==> src/rtl/alu_pkg.sv <==
// Shared definitions for the 8-bit ALU: op codes, flag bit positions,
// multiplier iteration count and the control state encoding.
package alu_pkg;

  localparam logic [3:0] ALU_OP_ADD  = 4'd0;
  localparam logic [3:0] ALU_OP_ADC  = 4'd1;
  localparam logic [3:0] ALU_OP_SUB  = 4'd2;
  localparam logic [3:0] ALU_OP_SBC  = 4'd3;
  localparam logic [3:0] ALU_OP_AND  = 4'd4;
  localparam logic [3:0] ALU_OP_OR   = 4'd5;
  localparam logic [3:0] ALU_OP_XOR  = 4'd6;
  localparam logic [3:0] ALU_OP_NOT  = 4'd7;
  localparam logic [3:0] ALU_OP_SHL  = 4'd8;
  localparam logic [3:0] ALU_OP_SHR  = 4'd9;
  localparam logic [3:0] ALU_OP_ROL  = 4'd10;
  localparam logic [3:0] ALU_OP_ROR  = 4'd11;
  localparam logic [3:0] ALU_OP_INC  = 4'd12;
  localparam logic [3:0] ALU_OP_DEC  = 4'd13;
  localparam logic [3:0] ALU_OP_MULL = 4'd14;
  localparam logic [3:0] ALU_OP_MULH = 4'd15;

  // Flag register layout is {V,N,Z,C}
  localparam int FLAG_C = 0;
  localparam int FLAG_Z = 1;
  localparam int FLAG_N = 2;
  localparam int FLAG_V = 3;

  localparam int MUL_ITER = 8;

  typedef enum logic {
    ST_IDLE = 1'b0,
    ST_MUL  = 1'b1
  } alu_state_t;

endpackage

==> src/rtl/alu_mul.sv <==
// Iterative 8x8 unsigned shift-add multiplier. A start while idle captures
// the operands and clears the accumulator; each following edge adds one
// partial product. done is high during the cycle whose edge performs the
// last iteration, and product then shows the final value, so the consumer
// can latch the result on that same edge.
module alu_mul
  import alu_pkg::*;
(
  input  logic        clk,
  input  logic        reset,
  input  logic        start,
  input  logic [7:0]  a,
  input  logic [7:0]  b,
  output logic        busy,
  output logic        done,
  output logic [15:0] product
);

  logic [15:0] r_mcand;
  logic [7:0]  r_mplier;
  logic [15:0] r_acc;
  logic [2:0]  r_count;
  logic        r_busy;
  logic [15:0] acc_next;

  // One shift-add step: add the shifted multiplicand when the current multiplier bit is set
  always_comb begin
    acc_next = r_acc + (r_mplier[0] ? r_mcand : 16'h0000);
  end

  assign busy    = r_busy;
  assign done    = r_busy && (r_count == 3'(MUL_ITER - 1));
  assign product = acc_next;

  // Operand capture on start, then MUL_ITER iterations; reset aborts mid-run
  always_ff @(posedge clk or posedge reset) begin
    if (reset) begin
      r_mcand  <= '0;
      r_mplier <= '0;
      r_acc    <= '0;
      r_count  <= '0;
      r_busy   <= 1'b0;
    end else if (start && !r_busy) begin
      r_mcand  <= {8'h00, a};
      r_mplier <= b;
      r_acc    <= '0;
      r_count  <= '0;
      r_busy   <= 1'b1;
    end else if (r_busy) begin
      r_acc    <= acc_next;
      r_mcand  <= {r_mcand[14:0], 1'b0};
      r_mplier <= {1'b0, r_mplier[7:1]};
      r_count  <= r_count + 3'd1;
      if (done) r_busy <= 1'b0;
    end
  end

endmodule

==> src/rtl/alu_unit.sv <==
// 8-bit ALU with latched result and {V,N,Z,C} flag register, result driven
// onto the shared bus under active-low enable.
// Optional feature macro: ALU_MUL_EN enables the iterative multiply ops
// (14 MULL, 15 MULH); without it those op codes leave result and flags alone.
// Handshake: a start is i_ctrlAluNWE low at a rising edge; it is accepted
// only while o_busy is low, and any start seen while o_busy is high is
// dropped with no effect on result, flags or captured operands.
module alu_unit
  import alu_pkg::*;
(
  input  logic       i_clk,
  input  logic       i_reset,
  input  logic [7:0] i_regA,
  input  logic [7:0] i_bus,
  input  logic [3:0] i_ctrlAluOp,
  input  logic       i_ctrlAluNWE,
  input  logic       i_ctrlAluBusNOE,
  output logic [7:0] o_bus,
  output logic       o_busNOE,
  output logic [3:0] o_flags,
  output logic       o_busy,
  output logic [7:0] o_dbgResult
);

  alu_state_t state, state_next;
  logic [7:0] r_result;
  logic [3:0] r_flags;
  logic       start;
  logic [8:0] sum;
  logic [7:0] res;
  logic       c_new;
  logic       v_new;
  logic       alu_write;

  assign start = !i_ctrlAluNWE && (state == ST_IDLE);

`ifdef ALU_MUL_EN
  logic        mul_start;
  logic        mul_busy;
  logic        mul_done;
  logic [15:0] mul_product;
  logic        r_mul_high;
  logic [7:0]  mul_byte;

  assign mul_start = start && ((i_ctrlAluOp == ALU_OP_MULL) || (i_ctrlAluOp == ALU_OP_MULH));
  assign mul_byte  = r_mul_high ? mul_product[15:8] : mul_product[7:0];

  alu_mul u_mul (
    .clk     (i_clk),
    .reset   (i_reset),
    .start   (mul_start),
    .a       (i_regA),
    .b       (i_bus),
    .busy    (mul_busy),
    .done    (mul_done),
    .product (mul_product)
  );

  // Remember which product byte the running multiply should return
  always_ff @(posedge i_clk or posedge i_reset) begin
    if (i_reset) r_mul_high <= 1'b0;
    else if (mul_start) r_mul_high <= (i_ctrlAluOp == ALU_OP_MULH);
  end
`endif

  // Control state register
  always_ff @(posedge i_clk or posedge i_reset) begin
    if (i_reset) state <= ST_IDLE;
    else state <= state_next;
  end

  // Next state: IDLE -> MUL on multiply start, back on the final iteration
  always_comb begin
    state_next = state;
`ifdef ALU_MUL_EN
    case (state)
      ST_IDLE: if (mul_start) state_next = ST_MUL;
      ST_MUL:  if (mul_done) state_next = ST_IDLE;
      default: state_next = ST_IDLE;
    endcase
`else
    state_next = ST_IDLE;
`endif
  end

  // Single-cycle datapath: 9-bit arithmetic, carry/borrow and overflow per op
  always_comb begin
    sum       = '0;
    res       = '0;
    c_new     = r_flags[FLAG_C];
    v_new     = 1'b0;
    alu_write = 1'b1;
    case (i_ctrlAluOp)
      ALU_OP_ADD: begin
        sum   = {1'b0, i_regA} + {1'b0, i_bus};
        res   = sum[7:0];
        c_new = sum[8];
        v_new = (i_regA[7] == i_bus[7]) && (res[7] != i_regA[7]);
      end
      ALU_OP_ADC: begin
        sum   = {1'b0, i_regA} + {1'b0, i_bus} + {8'h00, r_flags[FLAG_C]};
        res   = sum[7:0];
        c_new = sum[8];
        v_new = (i_regA[7] == i_bus[7]) && (res[7] != i_regA[7]);
      end
      ALU_OP_SUB: begin
        sum   = {1'b0, i_regA} - {1'b0, i_bus};
        res   = sum[7:0];
        c_new = sum[8];
        v_new = (i_regA[7] != i_bus[7]) && (res[7] != i_regA[7]);
      end
      ALU_OP_SBC: begin
        sum   = {1'b0, i_regA} - {1'b0, i_bus} - {8'h00, r_flags[FLAG_C]};
        res   = sum[7:0];
        c_new = sum[8];
        v_new = (i_regA[7] != i_bus[7]) && (res[7] != i_regA[7]);
      end
      ALU_OP_AND: res = i_regA & i_bus;
      ALU_OP_OR:  res = i_regA | i_bus;
      ALU_OP_XOR: res = i_regA ^ i_bus;
      ALU_OP_NOT: res = ~i_regA;
      ALU_OP_SHL: begin
        res   = {i_regA[6:0], 1'b0};
        c_new = i_regA[7];
      end
      ALU_OP_SHR: begin
        res   = {1'b0, i_regA[7:1]};
        c_new = i_regA[0];
      end
      ALU_OP_ROL: begin
        res   = {i_regA[6:0], r_flags[FLAG_C]};
        c_new = i_regA[7];
      end
      ALU_OP_ROR: begin
        res   = {r_flags[FLAG_C], i_regA[7:1]};
        c_new = i_regA[0];
      end
      ALU_OP_INC: begin
        res   = i_regA + 8'h01;
        v_new = (i_regA == 8'h7F);
      end
      ALU_OP_DEC: begin
        res   = i_regA - 8'h01;
        v_new = (i_regA == 8'h80);
      end
      default: alu_write = 1'b0;
    endcase
  end

  // Result and flag register: single-cycle ops on start, multiply on its last iteration
  always_ff @(posedge i_clk or posedge i_reset) begin
    if (i_reset) begin
      r_result <= '0;
      r_flags  <= '0;
    end else if (start && alu_write) begin
      r_result <= res;
      r_flags  <= {v_new, res[7], (res == 8'h00), c_new};
`ifdef ALU_MUL_EN
    end else if (mul_done) begin
      r_result <= mul_byte;
      r_flags  <= {1'b0, mul_byte[7], (mul_byte == 8'h00), (mul_product[15:8] != 8'h00)};
`endif
    end
  end

  assign o_busy      = (state == ST_MUL);
  assign o_flags     = r_flags;
  assign o_dbgResult = r_result;
  assign o_busNOE    = i_ctrlAluBusNOE;
  assign o_bus       = i_ctrlAluBusNOE ? 8'h00 : r_result;

endmodule

==> config.mk <==
export PLATFORM = sky130hd
export DESIGN_NAME = alu_unit
export DESIGN_NICKNAME = d
export VERILOG_FILES = /design/src/rtl/alu_pkg.sv /design/src/rtl/alu_mul.sv /design/src/rtl/alu_unit.sv
export SDC_FILE = /design/constraint.sdc
export NUM_CORES = 1
export LEC_CHECK = 0
export ABC_AREA = 1
export CORE_UTILIZATION = 50
export DETAILED_ROUTE_END_ITERATION = 6
export GPL_TIMING_DRIVEN = 0
export PLACE_DENSITY = 0.78
export SLEW_MARGIN = 5
export SYNTH_ARGS = -nofsm -noshare
export SYNTH_HDL_FRONTEND = slang
export SYNTH_HIERARCHICAL = 1
export SYNTH_SLANG_ARGS = --single-unit
==> constraint.sdc <==
create_clock -name i_clk -period 1.7 [get_ports i_clk]
set_input_delay 0.34 -clock i_clk [delete_from_list [all_inputs] [get_ports i_clk]]
set_output_delay 0.34 -clock i_clk [all_outputs]
set_load 0.005 [all_outputs]
Word level (Yosys, flattened, before mapping)
Cells that the tools add are included.

Add/subtract/negate cells: 6. $mul: 0. Divide/modulo/power cells: 0. Magnitude comparators: 0. Equality and inequality tests: 21. Shift operators: 0. Mux-type cells: 5. Bitwise logic cells: 4. Reduce and logical (&&, ||, !) cells: 13.

Operator list (number): one-hot mux 8 bit (14 select lines) (1); equality test 4 bit, second input constant (6); equality test 4 x 3 -> 1 bit, second input constant (4); OR reduction 14 bit (1); one-hot mux 1 bit (6 select lines) (2); adder 8 x 8 -> 9 bit (1); adder 9 x 1 -> 9 bit (1); subtractor 8 x 8 -> 9 bit (1); subtractor 9 x 1 -> 9 bit (1); adder 8 x 1 -> 8 bit, second input constant (1); bitwise AND 8 bit (1); equality test 4 x 2 -> 1 bit, second input constant (2); equality test 8 x 7 -> 1 bit, second input constant (1); equality test 8 bit, second input constant (1); zero test 8 bit (1); 2-to-1 mux 8 bit (1); NOT 8 bit (1); bitwise OR 8 bit (1); subtractor 8 x 1 -> 8 bit, second input constant (1); bitwise XOR 8 bit (1); nonzero test 6 bit (1); logical AND 1 bit (5); != test 1 bit (5); equality test 4 x 1 -> 1 bit, second input constant (1); other kinds (6) (7).

Bits in registers: 12. Latch bits: 0. Bits in writable memories: 0. Bits in read-only memories: 0. Bits of input ports: 24. Memories kept: 0.

Longest topological paths before layout
Word-level depth: 5. Gate-level depth with buffers: 20. Mapped depth without buffers: 20.

Least setup slack after synthesis
OpenSTA, ideal clock, no wires.

Path type: input to register. From: input i_regA[0]. To: register r_flags[0] (netlist: o_flags[0]). Setup time: 121 ps. Arrival: 2203 ps. Data required time: 1579 ps. Path slack: -624 ps. Stages on the path: 17. Path buffers: 0. Path through: inv_1 ha_1 inv_1 fa_1 inv_1 ha_1 inv_1 nor2_1 nand2_1 nor2_1 nand2_1 nor3_1 nand2_1 nand3_1 nand4_1 nand2_1 nand2_1.

Cells in the longest elaborated chain, start to end: 3. Elaborated cells between the ends (all ways): 5.

RTL lines: from (decl) (line alu_unit.sv:13) `input logic [7:0] i_regA,`; subtractor 8 x 8 -> 9 bit / adder 8 x 8 -> 9 bit (equally long branches); subtractor 9 x 1 -> 9 bit / adder 9 x 1 -> 9 bit (equally long branches) (line alu_unit.sv:113, alu_unit.sv:101); one-hot mux 1 bit (6 select lines) (*) (line alu_unit.sv:93) `case (i_ctrlAluOp)`; to (signal assigned) (line alu_unit.sv:157) `r_flags <= {v_new, res[7], (res == 8'h00), c_new};`; to (decl) (line alu_unit.sv:27) `logic [3:0] r_flags;`.

Mark *: on every way between the ends. The rest lies on a longest branch, timed or not. A chain may end at the register's enable or synchronous reset.

Worst setup path in the final report
From: input i_regA[0]. To: register r_flags[1] (netlist: o_flags[1]).

Cells in the longest elaborated chain, start to end: 4. Elaborated cells between the ends (all ways): 12.

RTL lines (line): subtractor 8 x 8 -> 9 bit / adder 8 x 8 -> 9 bit (equally long branches); subtractor 9 x 1 -> 9 bit / adder 9 x 1 -> 9 bit (equally long branches) (alu_unit.sv:113, alu_unit.sv:101); one-hot mux 8 bit (14 select lines) (*) (alu_unit.sv:93); zero test 8 bit (*) (alu_unit.sv:157).

Marks and branches as above.

==> impl_metrics.yaml <==
critical_path:
  critical_path_arrival_ps: 2630
  worst_path_max_delay_cell: "sky130_fd_sc_hd__fa_2"
  timing_worst_setup_path_type: "input pin to register"
  crit_path_max_fanout: 3
  timing.rr.start: "o_flags[0]"
  max_stage_delay_ps: 570
  path_cells: "buf_12 -> inv_12 -> ha_4 -> inv_4 -> fa_2 -> inv_2 -> ha_4 -> inv_2 -> nor2_4 -> o21ai_2 -> nand2_1 -> inv_1 -> nand2_1 -> nor2_2 -> nand3_1 -> nor2_1 -> nand2_1 -> nor2_1 -> nand3b_1 -> nand2_1"
  cp-end-kind: "register"
  crit_path_start: "i_regA[0]"
  cp_data_required_time_ps: 1880
  start_kind: "input pin"
  critPathMostFrequentCell: "sky130_fd_sc_hd__nand2_1"
cells_and_area:
  post_route_cells_drive_above_1_share_pct: 37.5
  net_count_reported_at_finish: 673
  area_growth_syn_to_layout_pct: 47.1
  post_layout_nonfiller_instances: 684
  utilization_pct: 78.1
outcome:
  violations_in_the_final_reports: "design-rule violations, negative setup slack"
  status: "finished, violations left"
drt:
  drt_pass1_iterations: 7
  detail_route.iter0.violations: 375
  detail-route-antenna-nets: 0
  via_count: 4094
  detail_route.vias_per_cell: 5.99
  wl_per_cell_um: 18.0
  drt_drc_violations_left: 4
  wl_um: 12300
logic_synthesis:
  synth_sequential_area_ratio_pct: 9.19
  synth_fp_nets: 589
  synth_seq_cells: 11
  synthesis.area_sq_um: 3000
  async_flop_share_pct: 100
  synth_cell_types: 43
  mean_cell_area_of_the_mapped_netlist_sq_um: 5.68
  synthesis.instances: 528
  synth_flop_cell: "sky130_fd_sc_hd__dfrtp_1"
  synth-warning-count: 6
  synth_edf_count: 0
clock_network:
  clock_tree_from_tritoncts: "done"
  h-tree-depth: 1
  cts-root-buf: "sky130_fd_sc_hd__clkbuf_8"
  cts_buffers: 3
  clock_sink_count: 11
  worst_setup_hold_path_clk_slew_ps: 50
  post_cts_hold_buffer_count: 0
  clock_path_buffers: 2
  worstSkewPairLatency_ps: 240
floorplan:
  coreArea_sq_um: 5640
  initial_standard_cell_utilization_of_the_core_pct: 53.1
  die_h_um: 79.4
  die-area_sq_um: 6310
  io-pin-count: 46
  rows: 27
  floorplan.die.width_um: 79.4
sta:
  timing.slew.headroom_pct: 46.5
  timing_hold_violations_final: 0
  worst_slew_pin_slew_ps: 798
  postLayoutSetupSlackWorst_ps: -750
  final.min_clock_period_ps: 2450
  setup_viol: 10
  final.period_utilization_pct: 144
  clock-skew-final_ps: 5.52
  max_freq_ghz: 0.408
  fin_max_slew_vios: 0
  rsz0062_at_grt: "yes"
pwr:
  power.density_cell_area_nw_per_um2: 480
  power_report.internal_total_mw: 1.10
  sequentialPowerShare_pct: 16.0
  power_share_of_the_clock_group_pct: 12.5
  total_switching_power_mw: 1.02
  finalPower_mw: 2.12
  power.ir.vdd_worst_mv: 0.359
  leakage_nw: 2.15
  power.combinational.fraction_pct: 71.5
  power.share.switching_pct: 48.0
global_route:
  grt.overflow.total: 0
  grt_max_degree: 12
  grt_use_total_pct: 36.7
  grt_pass1_vias: 3749
  initial_antenna_violation_count: 0
  grt_first_pass_wirelength_um: 17600
placed_design:
  dp_slack_ps: -1730
  gp_congestion: 0.960
  dp.final_hpwl_um: 8520
  dpl.cell_count: 641
  portBuffers: 41
worst_hold_path:
  hold_class: "input pin to async pin"
flow_run:
  cap_viol_max_count: 0
-- per-stage QoR --
step	cell area, sq um	hold slack [ps]	TNS (ps)
after floorplan	3090	192	-2860
after global placement	3590	467	-15990
after detailed placement	3590	478	-16230
after CTS	4100	411	-3970
after global routing	4400	430	-5570
final	4410	389	-4960
-- repair_timing --
| action | CTS | global route |
|---|---|---|
| gates resized for setup | 152 | 67 |
| pin swaps | 47 | 33 |
| endpoints found under the setup margin | 11 | 10 |
| hold endpoints to repair | 0 | 0 |
| setup buffers | 24 | 12 |
| cloned | 2 | 0 |
-- Yosys cell counts, types with 2 or more instances --
cell                          n  area, sq um
sky130_fd_sc_hd__nor2_2       7         43.8
sky130_fd_sc_hd__buf_4        6         45.0
sky130_fd_sc_hd__dfrtp_1     11          275
sky130_fd_sc_hd__o21ai_0     19         95.1
sky130_fd_sc_hd__nor3_1       5         25.0
sky130_fd_sc_hd__o21ai_1      5         25.0
sky130_fd_sc_hd__o22ai_1      4         25.0
sky130_fd_sc_hd__a21oi_1     18         90.1
sky130_fd_sc_hd__nand4_1      5         31.3
sky130_fd_sc_hd__nand3_1     61          305
sky130_fd_sc_hd__o221ai_1     5         43.8
sky130_fd_sc_hd__nand3b_1     2         15.0
sky130_fd_sc_hd__inv_2       11         41.3
sky130_fd_sc_hd__a211oi_1     2         15.0
sky130_fd_sc_hd__nor2_1      59          221
sky130_fd_sc_hd__or2_2        2         12.5
sky130_fd_sc_hd__o2111ai_1    3         26.3
sky130_fd_sc_hd__inv_1       70          263
sky130_fd_sc_hd__nand2_1    155          582
sky130_fd_sc_hd__inv_4        2         12.5
sky130_fd_sc_hd__buf_6        2         22.5
sky130_fd_sc_hd__nor3_2       2         20.0
sky130_fd_sc_hd__ha_1        34          425
sky130_fd_sc_hd__nand2_4      2         22.5
sky130_fd_sc_hd__fa_1         3         60.1
sky130_fd_sc_hd__nand2_2     11         68.8
sky130_fd_sc_hd__o211ai_1     6         45.0
-- worst max-delay path: cells and delay by family --
kind | cells | cell delay (ps)
and+or+nand+nor | 10 | 890
buffers and inverters | 6 | 380
AOI/OAI and AO/OA | 1 | 160
adders and majority gates | 3 | 850
-- cell type report --
type                            count  area, sq um
Multi-Input combinational cell    422         2830
Inverter                           84          357
Timing Repair Buffer               79          692
Sequential cell                    11          275
Tap cell                           72         90.1
Fill cell                         407         1230
Antenna cell                        1         2.50
Clock buffer                        4         45.0
Buffer                             11          116
-- placed cells by master, fill, tap and decap left out, drive strengths merged, types with 4 or more instances in the layout --
cell           synthesis  layout
a21oi                 19      19
buf                    9      55
clkbuf                 2      10
clkdlybuf4s50          0      24
dfrtp                 11      11
ha                    34      34
inv                   83      82
nand2                168     168
nand3                 62      62
nand4                  5       5
nor2                  68      68
nor3                   7       7
o211ai                 6       6
o21ai                 25      25
o221ai                 5       5
o22ai                  4       4
-- worst paths after layout --
check | endpoint | slack [ps] | depth (start not counted)
setup reg to reg | o_flags[1] | -440 | 15
hold reg to reg | o_flags[1] | 500 | 2
max in group asynchronous | o_dbgResult[2] | 1020 | 2
setup / recovery | o_flags[1] | -750 | 20
min in group i_clk | o_flags[0] | 430 | 3
hold / removal | o_dbgResult[3] | 390 | 2
-- registers in the layout (all words and copies together) (netlist names) --
register and count:
o_flags 4, o_dbgResult 7
-- logic make-up after synthesis --
| family | Yosys count | synth area share [%] |
|---|---|---|
| AND/OR/NAND/NOR | 316 | 46.8 |
| buffers and inverters | 95 | 13.7 |
| AO/OA/AOI/OAI | 67 | 13.7 |
| adder cells (fa/ha/maj) | 37 | 16.2 |
| flip-flops | 11 | 9.19 |
| XOR/XNOR | 1 | 0.292 |
| other | 1 | 0.125 |
-- layer usage --
layer	part of all wire [%]	global-route usage, %	vias up
met2	45	62.4	302
met3	12	8.57	88
met5	0	0	-
met4	6.0	16.9	0
li1	-	-	1877
met1	37	43.5	1827
-- power by group through the flow --
stage	sequential (mW)	clock [mW]	combinational (mW)
after floorplan	0.340	0	0.695
after global placement	0.338	0	1.08
after detailed placement	0.340	0	1.10
after CTS	0.337	0.262	1.31
after global routing	0.343	0.285	1.62
final	0.339	0.265	1.51
Note: power is estimated with default switching activity, not from simulation.
